### src/rtl/multicycle_ctrl.sv
// multicycle_ctrl: instruction-sequencing FSM and ALU control for the multicycle RISC-V datapath.
module multicycle_ctrl #(
    parameter bit MEM_WAIT_EN = 1'b1
) (
    input  logic       clk,
    input  logic       rst_n,
    input  logic [6:0] opcode,
    input  logic [2:0] funct3,
    input  logic       funct7b5,
    input  logic       zero,
    input  logic       mem_ready,
    output logic       pc_write,
    output logic       adr_src,
    output logic       mem_write,
    output logic       ir_write,
    output logic [1:0] result_src,
    output logic [1:0] alu_src_a,
    output logic [1:0] alu_src_b,
    output logic [1:0] imm_src,
    output logic       reg_write,
    output logic [2:0] alu_ctrl,
    output logic       illegal_op
);
    typedef enum logic [3:0] {
        FETCH    = 4'd0,
        DECODE   = 4'd1,
        MEMADR   = 4'd2,
        MEMREAD  = 4'd3,
        MEMWB    = 4'd4,
        MEMWRITE = 4'd5,
        EXECUTER = 4'd6,
        EXECUTEI = 4'd7,
        ALUWB    = 4'd8,
        BEQ      = 4'd9,
        JAL      = 4'd10
    } state_t;
    localparam logic [6:0] OP_LW  = 7'b0000011;
    localparam logic [6:0] OP_SW  = 7'b0100011;
    localparam logic [6:0] OP_R   = 7'b0110011;
    localparam logic [6:0] OP_I   = 7'b0010011;
    localparam logic [6:0] OP_BEQ = 7'b1100011;
    localparam logic [6:0] OP_JAL = 7'b1101111;
    state_t state, state_nx;
    logic rdy, pc_w, mem_w, ir_w, reg_w, ill;
    logic [1:0] alu_op;
    assign rdy = MEM_WAIT_EN ? mem_ready : 1'b1;
    always_ff @(posedge clk or negedge rst_n) begin
        if (!rst_n) state <= FETCH;
        else state <= state_nx;
    end
    always_comb begin
        state_nx = FETCH;
        adr_src = 1'b0;
        result_src = 2'b00;
        alu_src_a = 2'b00;
        alu_src_b = 2'b00;
        alu_op = 2'b00;
        pc_w = 1'b0;
        mem_w = 1'b0;
        ir_w = 1'b0;
        reg_w = 1'b0;
        ill = 1'b0;
        case (state)
            FETCH: begin
                alu_src_b = 2'b10;
                result_src = 2'b10;
                ir_w = rdy;
                pc_w = rdy;
                state_nx = rdy ? DECODE : FETCH;
            end
            DECODE: begin
                alu_src_a = 2'b01;
                alu_src_b = 2'b01;
                case (opcode)
                    OP_LW, OP_SW: state_nx = MEMADR;
                    OP_R:         state_nx = EXECUTER;
                    OP_I:         state_nx = EXECUTEI;
                    OP_BEQ:       state_nx = BEQ;
                    OP_JAL:       state_nx = JAL;
                    default:      ill = 1'b1;
                endcase
            end
            MEMADR: begin
                alu_src_a = 2'b10;
                alu_src_b = 2'b01;
                state_nx = (opcode == OP_LW) ? MEMREAD : MEMWRITE;
            end
            MEMREAD: begin
                adr_src = 1'b1;
                state_nx = rdy ? MEMWB : MEMREAD;
            end
            MEMWB: begin
                result_src = 2'b01;
                reg_w = 1'b1;
            end
            MEMWRITE: begin
                adr_src = 1'b1;
                mem_w = 1'b1;
            end
            EXECUTER: begin
                alu_src_a = 2'b10;
                alu_op = 2'b10;
                state_nx = ALUWB;
            end
            EXECUTEI: begin
                alu_src_a = 2'b10;
                alu_src_b = 2'b01;
                alu_op = 2'b10;
                state_nx = ALUWB;
            end
            ALUWB: reg_w = 1'b1;
            BEQ: begin
                alu_src_a = 2'b10;
                alu_op = 2'b01;
                pc_w = zero;
            end
            JAL: begin
                alu_src_a = 2'b01;
                alu_src_b = 2'b10;
                pc_w = 1'b1;
                state_nx = ALUWB;
            end
            default: ;
        endcase
    end
    // Subtract only for R-type with funct7b5; I-type addi always adds.
    assign alu_ctrl = (alu_op == 2'b00) ? 3'b000 :
                      (alu_op == 2'b01) ? 3'b001 :
                      (funct3 == 3'b000) ? {2'b00, opcode[5] & funct7b5} :
                      (funct3 == 3'b010) ? 3'b101 :
                      (funct3 == 3'b110) ? 3'b011 :
                      (funct3 == 3'b111) ? 3'b010 : 3'b000;
    assign imm_src = (opcode == OP_SW)  ? 2'b01 :
                     (opcode == OP_BEQ) ? 2'b10 :
                     (opcode == OP_JAL) ? 2'b11 : 2'b00;
    assign pc_write   = pc_w & rst_n;
    assign mem_write  = mem_w & rst_n;
    assign ir_write   = ir_w & rst_n;
    assign reg_write  = reg_w & rst_n;
    assign illegal_op = ill & rst_n;
endmodule

### config.mk
export PLATFORM = sky130hd
export DESIGN_NAME = multicycle_ctrl
export DESIGN_NICKNAME = d
export VERILOG_FILES = /design/src/rtl/multicycle_ctrl.sv
export SDC_FILE = /design/constraint.sdc
export NUM_CORES = 1
export LEC_CHECK = 0
export CAP_MARGIN = 30
export CORE_ASPECT_RATIO = 1.25
export CORE_UTILIZATION = 34
export CTS_BUF_LIST = sky130_fd_sc_hd__clkbuf_16
export DETAILED_ROUTE_END_ITERATION = 16
export PLACE_DENSITY = 0.83
export SLEW_MARGIN = 5
export SYNTH_ARGS = -nofsm -noshare
export SYNTH_HDL_FRONTEND = slang
export SYNTH_SLANG_ARGS = --single-unit
### constraint.sdc
create_clock -name clk -period 1.52 [get_ports clk]
set_clock_uncertainty 0.2 [all_clocks]
set_input_delay 0.38 -clock clk [delete_from_list [all_inputs] [get_ports clk]]
set_output_delay 0.38 -clock clk [all_outputs]
set_load 0.01 [all_outputs]
==> results of run 1 <==
area by class of cell:
class	count	area (sq um)
timing repair buffer	73	607
tap	18	22.5
sequential	4	104
fill	60	138
inverter	6	25.0
clock buffer	3	75.1
multi-input combinational	63	611
critical path, delay by kind of cell (launching register included):
| kind | cells | cell delay, ns |
|---|---|---|
| simple gates | 2 | 0.21 |
| compound gates | 1 | 0.15 |
| flops | 1 | 0.44 |
| buf+inv | 3 | 0.43 |
power by group:
group	total, uW	internal (uW)	switching [uW]
clock	414	336	77.2
sequential	121	111	9.64
combinational	277	152	125
logic make-up after synthesis:
group | after synthesis | synth area share [%]
multiplexers | 1 | 1.74
AO/OA/AOI/OAI | 19 | 23.0
AND/OR/NAND/NOR | 38 | 40.7
XOR/XNOR | 5 | 7.61
flip-flops | 4 | 17.4
buffers and inverters | 10 | 9.56
through the flow:
| step | worst slack (ns) | instance area (sq um) | setup TNS (ns) |
|---|---|---|---|
| finish | -0.504 | 1440 | -6.93 |
| floorplan | -0.0968 | 684 | -0.545 |
| detailed placement | -1.05 | 1180 | -14.02 |
| global placement | -0.996 | 1180 | -13.49 |
| CTS | -0.473 | 1350 | -5.99 |
| global route | -0.537 | 1440 | -7.57 |
cells in the final DEF (no fill, tap or decap), types with 3 or more instances in the layout:
| cell | count |
|---|---|
| clkdlybuf4s50_1 | 3 |
| buf_2 | 16 |
| inv_1 | 3 |
| nand2_1 | 4 |
| nor2_1 | 3 |
| dlygate4sd2_1 | 4 |
| and3_4 | 3 |
| buf_4 | 27 |
| clkbuf_16 | 3 |
| nor2b_4 | 3 |
| o21ai_1 | 4 |
| nand3_2 | 4 |
| buf_6 | 23 |
| dfrtp_2 | 3 |
worst max path at each step:
stage                   end  slack (ns)       from
2_1_floorplan      ir_write        -0.1   state[3]
3_3_place_gp     illegal_op        -1.0  opcode[4]
3_5_place_dp     illegal_op       -1.05  opcode[4]
4_1_cts        alu_src_a[0]       -0.47   state[1]
5_1_grt         alu_ctrl[0]       -0.54   state[2]
6_report         illegal_op       -0.50   state[3]
metal layers:
metal	vias up	global-route usage (%)	share of wire (%)
li1	432	-	-
met1	507	30.4	37
met2	51	57.0	55
met3	11	5.12	4.3
met4	0	5.52	3.7
met5	-	0	0
repair_timing:
action | CTS | global route
gates cloned | 0 | 0
endpoints found under the setup margin | 21 | 20
setup buffers | 9 | 8
gates resized for setup | 137 | 11
pin swaps | 17 | 13
==> summary.md, run 1 <==
| Metric | Value |
|---|---|
| HP Class | input port to asynchronous set/reset pin |
| Worst setup path category | flop to output port |
| Max reg flops | 4 |
| Final Hold Fails | 0 |
| Post-route DRC | 0 |
| Vias per cell | 5.99 |
| CP Cell Sequence | buf_6 > buf_6 > nor2_4 > nand3_2 > a211oi_2 > buf_2 |
| Num rows | 16 |
| Max-cap viol count | 0 |
| Hold-fix buffers, CTS | 0 |
| Global-route wire length before repair | 3710 um |
| Status | finished, violations left |
| Placed cells | 149 |
| Tot Pwr | 811 uW |
| Slew HR | 75.9% |
| Clock root cell | clkbuf_16 |
| Initial drt markers | 32 |
| IO Port Bufs | 31 |
| Core area | 1580 sq um |
| Crit-path slowest cell | dfrtp_2 |
| CTS H-tree depth | 1 |
| DPL Wire Length | 1640 um |
| Critical-path maximum fanout | 4 |
| Layout Utilization | 91.3% |
| # IOs | 32 |
| Top cells by area, synth | dfrtp_1 (17%), nor3b_1 (5.2%), xnor2_1 (4.6%), and3_1 (4.3%), nand3_1 (4.3%) |
| Failing checks | negative setup slack |
| Syn nets | 92 |
| Synth top cells by count | nand2_1 (5), nand3_1 (5) |
| Hold_ws | 0.142 ns |
| FF-to-FF setup slack | -0.06 ns |
| Synth async-reset ratio | 100% |
| Post-DRT Antenna Nets | 0 |
| Worst vdd ir | 1.36 mV |
| Die footprint | 1860 sq um |
| Ys flop type | dfrtp_1 |
| Gate Count Post-Synth | 77 |
| CTS Buffer Depth | 2 |
| Slew at the pin closest to its max-slew limit | 0.359 ns |
| Biggest register | state |
| Slack of the critical path | -0.504 ns |
| DRT Wirelength | 3300 um |
| R2R depth | 4 |
| R2R Path End | state[1] |
| Period utilisation layout | 133% |
| Cell Count, Final, Fillers Out | 167 |
| Global placement routability congestion | 0.882 |
| Yosys top cell area share | 17.4% |
| RSZ-0062 raised after global routing | true |
| Antenna cell count | 0 |
| Die width | 38.8 um |
| Largest regs | state x4 |
| Clk slew on worst S/H paths | 0.03 ns |
| Final Slew Violations | 0 |
| Seq/Total Area, Yosys | 17.4% |
| CP startpoint kind | flop |
| Share of cells above drive strength 1 | 69.8% |
| Max Fclk | 0.494 GHz |
| Post-synthesis average cell area | 7.47 sq um |
| TritonCTS buffer count | 3 |
| Synth warn | 0 |
| Layout area overhead | 151% |
| Antenna violations before repair | 0 |
| Routed len/inst | 19.8 um |
| Gr usage total | 28.5% |
| Synthesized area | 576 sq um |
| Setup crit end kind | output port |
| Crit-path max cell delay | 0.44 ns |
| FF+latch count, synth | 4 |
| DR vias | 1001 |
| Leak | 0.000696 uW |
| # setup viols final | 19 |
| CP dominant cell by count | buf_6 |
| Die Height | 48 um |
| # nets final | 166 |
| Critical Path AT | 1.44 ns |
| Pin count of the biggest net entering global routing | 9 |
| Synth area leader | dfrtp_1 |
| Pwr dens | 562 nW/um^2 |
| Yosys cell types | 40 |
| CTS tree | yes |
| Initial Util | 36.4% |
| Post-synth EDFFs | 0 |
| Grt total ovfl | 0 |
| Worst r2r src | state[0] |
| Clock Sinks | 4 |
| Crit path required time | 0.94 ns |
| DR pass1 iterations | 4 |
| Vias in the first global route | 859 |
| Clock Latency Late Sink | 0.23 ns |
| Fin crit period | 2.02 ns |
(Power assumes the default switching activity.)
==> inputs of run 2 (changes only) <==
--- a/config.mk
+++ b/config.mk
@@ -10,8 +10,10 @@
 export CORE_UTILIZATION = 34
 export CTS_BUF_LIST = sky130_fd_sc_hd__clkbuf_16
 export DETAILED_ROUTE_END_ITERATION = 16
+export MAX_ROUTING_LAYER = met4
 export PLACE_DENSITY = 0.83
 export SLEW_MARGIN = 5
 export SYNTH_ARGS = -nofsm -noshare
 export SYNTH_HDL_FRONTEND = slang
 export SYNTH_SLANG_ARGS = --single-unit
+export TNS_END_PERCENT = 20
==> run 2 against run 1 <==
Compared with the run above: the run still ends with negative setup slack left; combinational power grew 3%; routed wire length shrank 5.8%; power hardly changed; die area unchanged; sequential power barely moved; global-route usage is 2.1 points higher; sequential cell count is the same; first-iteration DRC count shrank 56%; critical endpoint is now alu_ctrl[0]; highest routed layer unchanged.
==> summary.md, run 2 (synthesized netlist as in run 1, its figures left out) <==
| Metric | Value |
|---|---|
| CTS H-tree depth | 1 (unchanged) |
| Largest regs | state x4 |
| Worst vdd ir | 0.988 mV (-27%) |
| DR vias | 927 (-7.4%) |
| Initial drt markers | 14 (-56%) |
| Initial Util | 36.4% (unchanged) |
| Cell Count, Final, Fillers Out | 160 (-4.2%) |
| Die width | 38.8 um (unchanged) |
| Biggest register | state |
| HP Class | input port to asynchronous set/reset pin |
| Slack of the critical path | -0.497 ns (+0.00672 ns) |
| Pwr dens | 579 nW/um^2 (+3.1%) |
| Largest delay share family, worst path | flip-flops |
| Most frequent cells in the layout | buf_4 (24), buf_6 (19), buf_2 (15) |
| Die footprint | 1860 sq um (unchanged) |
| RSZ-0062 raised after global routing | true |
| Share of cells above drive strength 1 | 71.1% (+1.3 points) |
| Antenna violations before repair | 0 (unchanged) |
| Crit-path max cell delay | 0.41 ns (-0.03 ns) |
| FF-to-FF setup slack | -0.06 ns (about the same) |
| Final Slew Violations | 0 (unchanged) |
| Max Fclk | 0.496 GHz (+0.33%) |
| Leak | 0.000658 uW (-5.5%) |
| Comb pwr share | 35.2% (+1.1 points) |
| CP startpoint kind | flop |
| TritonCTS buffer count | 3 (unchanged) |
| Max-cap viol count | 0 (unchanged) |
| Worst setup path category | flop to output port |
| Clock root cell | clkbuf_16 |
| Status | finished, violations left |
| Hold-fix buffers, CTS | 0 (unchanged) |
| Worst r2r src | state[1] |
| Period utilisation layout | 133% (-0.44 points) |
| Sw frac | 25.5% (-0.55 points) |
| Post-route DRC | 0 (unchanged) |
| Tot Pwr | 812 uW (about the same) |
| CTS Buffer Depth | 2 (unchanged) |
| Vias in the first global route | 867 (+0.93%) |
| IO Port Bufs | 31 (unchanged) |
| Num rows | 16 (unchanged) |
| Final Hold Fails | 0 (unchanged) |
| # nets final | 159 (-4.2%) |
| Global-route wire length before repair | 3740 um (+0.73%) |
| Antenna cell count | 0 (unchanged) |
| Clock Latency Late Sink | 0.22 ns (about the same) |
| Slew HR | 81.0% (+5.1 points) |
| Grt total ovfl | 0 (unchanged) |
| # setup viols final | 19 (unchanged) |
| Routed len/inst | 19.4 um (-1.7%) |
| DP Worst Slack | -1.02 ns (+0.0242 ns) |
| Die Height | 48 um (unchanged) |
| R2R depth | 5 (+1) |
| DR pass1 iterations | 5 (+1) |
| Post-DRT Antenna Nets | 0 (unchanged) |
| Gr usage total | 30.6% (+2.1 points) |
| CP Cell Sequence | nor2b_4 > buf_6 > nand2_2 > o31ai_2 > buf_2 |
| Placed cells | 150 (+0.67%) |
| Max reg flops | 4 (unchanged) |
| Vias per cell | 5.79 (-3.3%) |
| DPL Wire Length | 1700 um (+3.6%) |
| Global placement routability congestion | 0.928 (+5.2%) |
| Clock share of power | 50.3% (-0.7 points) |
| Crit path buffers/inverters | 2 (-1) |
| Critical Path Source | state[2] |
| Clk slew on worst S/H paths | 0.03 ns (about the same) |
| Layout area overhead | 143% |
| Fin crit period | 2.02 ns (-0.00672 ns) |
| Int Pwr | 604 uW (+0.76%) |
| Setup TNS | -6.45 ns (+0.486 ns) |
| Worst path depth | 5 (-1) |
| Fill cells | 78 (+30%) |
| Commonest non-fill, non-tap cell in the layout | buf_4 |
| R2R Path End | state[2] |
| Setup crit end kind | output port |
| Pin count of the biggest net entering global routing | 9 (unchanged) |
| Slew at the pin closest to its max-slew limit | 0.286 ns (-0.0733 ns) |
| Clock Sinks | 4 (unchanged) |
| DRT Wirelength | 3110 um (-5.8%) |
| Hold_ws | 0.145 ns (+0.00287 ns) |
| # IOs | 32 (unchanged) |
| Crit-path slowest cell | dfrtp_1 |
| Critical-path maximum fanout | 5 (+1) |
| Sequential fraction of design power | 14.5% (-0.4 points) |
| Sw Pwr | 207 uW (-2.1%) |
| CTS tree | yes |
| Failing checks | negative setup slack |
| Core area | 1580 sq um (unchanged) |
| Setup crit end | alu_ctrl[0] |
| Critical Path AT | 1.44 ns (about the same) |
| Crit path required time | 0.94 ns (about the same) |
[run 2: worst min-delay path, delay by kind of cell]
family | cells | cell delay [ns]
buf+inv | 3 | 0.50
[run 2: worst min-delay path by stage]
stage | slack, ns | cells past startpoint | endpoint | startpoint
4_1_cts | 0.14 | 3 | state[2] | rst_n
6_report | 0.14 | 3 | state[1] | rst_n
2_1_floorplan | -0.12 | 0 | state[0] | rst_n
3_3_place_gp | 0.37 | 2 | state[2] | state[2]
3_5_place_dp | 0.39 | 2 | state[2] | state[2]
5_1_grt | 0.17 | 3 | state[1] | rst_n
[run 2: layout make-up]
cell class,count,area [sq um],share of cell area [%]
multi-input combinational,63,633,45.2
timing repair buffer,66,544,38.8
sequential,4,104,7.41
clock buffer,3,75.1,5.36
inverter,6,22.5,1.61
tap,18,22.5,1.61
[run 2: power groups by stage]
stage / logic [uW] / registers, uW / clock network [uW]
global placement: 222 / 120 / 0
detailed placement: 229 / 121 / 0
global route: 304 / 118 / 421
CTS: 252 / 116 / 408
floorplan: 96.7 / 118 / 0
finish: 286 / 118 / 408
[run 2: per-stage QoR]
step	instance area, sq um	util (%)
finish	1400	88.6
floorplan	667	-
detailed placement	1170	74.1
global route	1400	88.6
CTS	1320	83.5
global placement	1170	74.1
[run 2: per-layer routing]
| metal | track usage [%] | up-vias | share of wire (%) |
|---|---|---|---|
| li1 | - | 416 | - |
| met1 | 28.4 | 440 | 36 |
| met2 | 58.0 | 53 | 55 |
| met3 | 4.19 | 18 | 3.5 |
| met4 | 18.6 | 0 | 5.5 |
| met5 | - | - | 0 |
[run 2: what timing repair did]
item / CTS / global route
setup buffers: 8 / 0
setup endpoints to repair: 21 / 20
resized for setup: 130 / 21
pin swaps: 18 / 10
